===== src/rtl/cu_if.sv =====
// cu_if: opcode in, registered control strobes out for the RV32I main control unit.
interface cu_if;
    logic [6:0] operation;
    logic       ALUSrc;
    logic       MemtoReg;
    logic       RegWrite;
    logic       MemRead;
    logic       MemWrite;
    logic       Branch;
    logic       Jump;
    logic       Jalr;
    logic [1:0] ALUOp;
    logic       illegal;
    modport master (
        output operation,
        input  ALUSrc, MemtoReg, RegWrite, MemRead, MemWrite,
        input  Branch, Jump, Jalr, ALUOp, illegal
    );
    modport slave (
        input  operation,
        output ALUSrc, MemtoReg, RegWrite, MemRead, MemWrite,
        output Branch, Jump, Jalr, ALUOp, illegal
    );
endinterface


===== src/rtl/cu.sv =====
// cu: RV32I main control unit, full-width opcode decode into registered control strobes.
module cu (
    input  logic clk,
    input  logic rst_n,
    cu_if.slave  bus
);
    // row layout: ALUSrc MemtoReg RegWrite MemRead MemWrite Branch Jump Jalr ALUOp[1:0] illegal
    logic [10:0] dec;
    always_comb begin
        dec = 11'b00000000_00_1;
        case (bus.operation)
            7'b0110011: dec = 11'b00100000_10_0;
            7'b0000011: dec = 11'b11110000_00_0;
            7'b0010011: dec = 11'b10100000_11_0;
            7'b0100011: dec = 11'b10001000_00_0;
            7'b1100011: dec = 11'b00000100_01_0;
            7'b1100111: dec = 11'b10100001_00_0;
            7'b1101111: dec = 11'b00100010_00_0;
            default:    dec = 11'b00000000_00_1;
        endcase
    end
    always_ff @(posedge clk or negedge rst_n) begin
        if (!rst_n) begin
            {bus.ALUSrc, bus.MemtoReg, bus.RegWrite, bus.MemRead, bus.MemWrite,
             bus.Branch, bus.Jump, bus.Jalr, bus.ALUOp, bus.illegal} <= '0;
        end else begin
            {bus.ALUSrc, bus.MemtoReg, bus.RegWrite, bus.MemRead, bus.MemWrite,
             bus.Branch, bus.Jump, bus.Jalr, bus.ALUOp, bus.illegal} <= dec;
        end
    end
endmodule


===== src/flat_wrapper.sv =====
// flat-port wrapper written by rule: the top's interface ports become plain ports
module cu_flat 
  (clk, rst_n, bus_operation, bus_ALUSrc, bus_MemtoReg, bus_RegWrite, bus_MemRead, bus_MemWrite, bus_Branch, bus_Jump, bus_Jalr, bus_ALUOp, bus_illegal);
  cu_if bus_i ();
  input  logic clk;
  input  logic rst_n;
  input wire logic [$bits(bus_i.operation)-1:0] bus_operation;
  output wire logic [$bits(bus_i.ALUSrc)-1:0] bus_ALUSrc;
  output wire logic [$bits(bus_i.MemtoReg)-1:0] bus_MemtoReg;
  output wire logic [$bits(bus_i.RegWrite)-1:0] bus_RegWrite;
  output wire logic [$bits(bus_i.MemRead)-1:0] bus_MemRead;
  output wire logic [$bits(bus_i.MemWrite)-1:0] bus_MemWrite;
  output wire logic [$bits(bus_i.Branch)-1:0] bus_Branch;
  output wire logic [$bits(bus_i.Jump)-1:0] bus_Jump;
  output wire logic [$bits(bus_i.Jalr)-1:0] bus_Jalr;
  output wire logic [$bits(bus_i.ALUOp)-1:0] bus_ALUOp;
  output wire logic [$bits(bus_i.illegal)-1:0] bus_illegal;
  assign bus_i.operation = bus_operation;
  assign bus_ALUSrc = bus_i.ALUSrc;
  assign bus_MemtoReg = bus_i.MemtoReg;
  assign bus_RegWrite = bus_i.RegWrite;
  assign bus_MemRead = bus_i.MemRead;
  assign bus_MemWrite = bus_i.MemWrite;
  assign bus_Branch = bus_i.Branch;
  assign bus_Jump = bus_i.Jump;
  assign bus_Jalr = bus_i.Jalr;
  assign bus_ALUOp = bus_i.ALUOp;
  assign bus_illegal = bus_i.illegal;
  cu u_core (.clk(clk), .rst_n(rst_n), .bus(bus_i));
endmodule

===== config.mk =====
export PLATFORM = sky130hd
export DESIGN_NAME = cu_flat
export DESIGN_NICKNAME = d
export VERILOG_FILES = /design/src/rtl/cu_if.sv /design/src/rtl/cu.sv /design/src/flat_wrapper.sv
export SDC_FILE = /design/constraint.sdc
export NUM_CORES = 1
export LEC_CHECK = 0
export BUFFER_PORTS_ARGS = -buffer_cell sky130_fd_sc_hd__buf_2
export CORE_AREA = 2 2 39 41
export CTS_BUF_LIST = sky130_fd_sc_hd__clkbuf_16
export DETAILED_ROUTE_END_ITERATION = 10
export DIE_AREA = 0 0 41 43
export SYNTH_ARGS = -nofsm -noshare
export SYNTH_HDL_FRONTEND = slang
export SYNTH_SLANG_ARGS = --single-unit

===== constraint.sdc =====
create_clock -name clk -period 1.1 [get_ports clk]
set_input_delay 0.11 -clock clk [delete_from_list [all_inputs] [get_ports clk]]
set_output_delay 0.11 -clock clk [all_outputs]
set_load 0.01 [all_outputs]

==> reports/results.ini <==
[run_status]
status=complete, no violations

[setup_path]
crit_type=reg -> out
cp_top_family=flip-flops
slowest_stage=dfrtp_1
cp_num_buf_inv=1
cp.arrival_ps=730
critPathLaunchType=register
slowest_delay_ps=360
endpoint_kind=output pin
critPathRequiredTime_ps=990
cp_max_fo=2
crit_chain=buf_2

[yosys]
ys_ff_latch=10
synth_edf_count=0
ys_seq_area_share_pct=59.88
synth.area.top_cells=dfrtp_1 (60%), nand4bb_4 (6.6%), nor2_1 (5.4%)
yosysWarnings=0
syn_inst=33
synthFlopType=dfrtp_1
yosysTopAreaCellShare_pct=59.88
postSynthAreaPerCell_um2=12.66
synth_nets=42
synthArstFlopShare_pct=100.0
synth_commonest_cells=dfrtp_1 (10), nor2_1 (6)
syn_area_um2=417.9
synth.largest_area_cell=dfrtp_1
yosysMostFrequentCell=dfrtp_1
yosys.cell_types.count=19

[timing]
worst_slew_pin_slew_ps=203.3
rsz0062_at_grt=false
hold_viol_final=0
maxSlewViolCount=0
post-route-period-util_pct=76.03
hold_ws_ps=77.56
maxSlewHeadroom_pct=86.45
fmax_mhz=1196
min_period_ps=836.3
setup_violations=0
tns_ps=0

[drt]
dr_wl_met3_um=79
dr.pass1.iters=3
m1WireLength_um=322
vias=312
wl_met2_um=290
top_layer_used=met4
drc=0
ant_nets=0
wl_per_cell_um=10.06
wirelength_um=714
dr.first_iter.drc_count=8
post_drt_via_cell_ratio=4.394

[grt]
overflow=0
grt_antenna_before_repair=0
grt_pass1_wl_um=917
grt_max_degree=11
grt_pass1_vias=237
grt_use_total_pct=8.638

[final_layout]
fillers=132
nets=66
antennaDiodeCount=0
postLayoutCoreUtil_pct=44.12
syn2layout_area_growth_pct=46.11
drive_gt1_share_pct=52.73

[hold_path]
hold_depth=2
worstHoldEndpoint=u_core.bus.Jalr$_DFF_PN0_
worstHoldStart=bus_operation[3]
hp-class=in -> reg

[die]
ios=20
die_y_um=43
die-area_mm2=0.001763
core.rowCount=14
fp.dieW_um=41
core_area_mm2=0.001384
start_util_pct=30.20

[power]
p_per_area_mw_per_mm2=1736
peakVddDrop_v=0.0005818
leakage_nw=0.3270
p_total_w=0.001060

[clock_tree]
clk_pin_slew_ps=40
clock-sinks=10
htreeDepth=1
cts-root-buf=clkbuf_16
cts_tree=yes
cts_inserted_buffers=3
cts_setup_buffers=0
clockBufferDepth=2

[job]
max_cap_violations=0

[placement]
routabilityCongestion=0.7318
numPortBuffers=19
hpwl_um=565.7

[placed cells by master, fill, tap and decap left out]
| cell | n |
|---|---|
| buf_2 | 19 |
| dfrtp_1 | 10 |
| nor2_1 | 6 |
| clkbuf_16 | 3 |
| nand3b_4 | 1 |
| nand3_1 | 1 |
| or2b_1 | 1 |
| nand4bb_4 | 1 |
| a21oi_1 | 1 |
| and2_1 | 1 |
| or2_1 | 1 |
| inv_2 | 1 |
| or2_4 | 1 |
| or3_1 | 1 |
| a21oi_2 | 1 |
| and2b_2 | 1 |
| o21ai_1 | 1 |
| and2_2 | 1 |
| o22ai_1 | 1 |
| nor3_1 | 1 |
| dlygate4sd3_1 | 1 |
[registers in the layout, indices dropped and copies added (netlist names)]
| signal | count |
|---|---|
| u_core.bus.ALUOp | 2 |
| u_core.bus.ALUSrc | 1 |
| u_core.bus.Branch | 1 |
| u_core.bus.Jalr | 1 |
| u_core.bus.Jump | 1 |
| u_core.bus.MemRead | 1 |
| u_core.bus.MemWrite | 1 |
| u_core.bus.RegWrite | 1 |
| u_core.bus.illegal | 1 |
[power breakdown]
part           switching (W)  internal, W
combinational      0.0000354    0.0000319
clock               0.000148     0.000469
sequential       0.000000886     0.000374
total               0.000185     0.000875
[layout make-up]
| class | count | area [um^2] | share of cell area, % |
|---|---|---|---|
| inverters | 1 | 3.754 | 0.6148 |
| clock buffers | 3 | 75.07 | 12.30 |
| multi-input cells | 21 | 156.4 | 25.61 |
| repair buffers | 20 | 105.1 | 17.21 |
| well taps | 16 | 20.02 | 3.279 |
| flip-flops and latches | 10 | 250.2 | 40.98 |
[worst max-delay path by stage]
stage                                       startpoint                           end  slack (ps)  depth (start not counted)
after floorplan                       bus_operation[2]  u_core.bus.MemRead$_DFF_PN0_         310                          3
after global placement                bus_operation[2]  u_core.bus.MemRead$_DFF_PN0_         160                          4
after detailed placement              bus_operation[2]  u_core.bus.MemRead$_DFF_PN0_         140                          4
after CTS                 u_core.bus.MemRead$_DFF_PN0_                  bus_MemtoReg         260                          1
after global routing      u_core.bus.MemRead$_DFF_PN0_                   bus_MemRead         230                          1
final                     u_core.bus.MemRead$_DFF_PN0_                  bus_MemtoReg         260                          1
[routing by layer]
| metal | vias to the layer above | track usage (%) |
|---|---|---|
| li1 | 154 | - |
| met1 | 138 | 10.70 |
| met2 | 18 | 10.00 |
| met5 | - | 0 |
| met3 | 2 | 1.571 |
| met4 | 0 | 12.00 |
[through the flow]
step	std cells	setup slack [ps]	cell area [um^2]
floorplan	33	314.5	417.9
global placement	67	155.1	525.5
detailed placement	67	144.0	525.5
CTS	71	255.9	610.6
global route	71	233.2	610.6
finish	71	263.7	610.6
[cells by family after synthesis]
| logic type | after synthesis | share of synthesized area (%) |
|---|---|---|
| AOI/OAI and AO/OA | 4 | 5.987 |
| buffers and inverters | 2 | 2.694 |
| DFF | 10 | 59.88 |
| and+or+nand+nor | 17 | 31.44 |
[timing repair]
item / 4_1_cts / 5_1_grt
hold buffers: 1 / 0
gates resized for setup: 0 / 0
endpoints found under the hold margin: 10 / 0
Note: power is estimated with default switching activity, not from simulation.
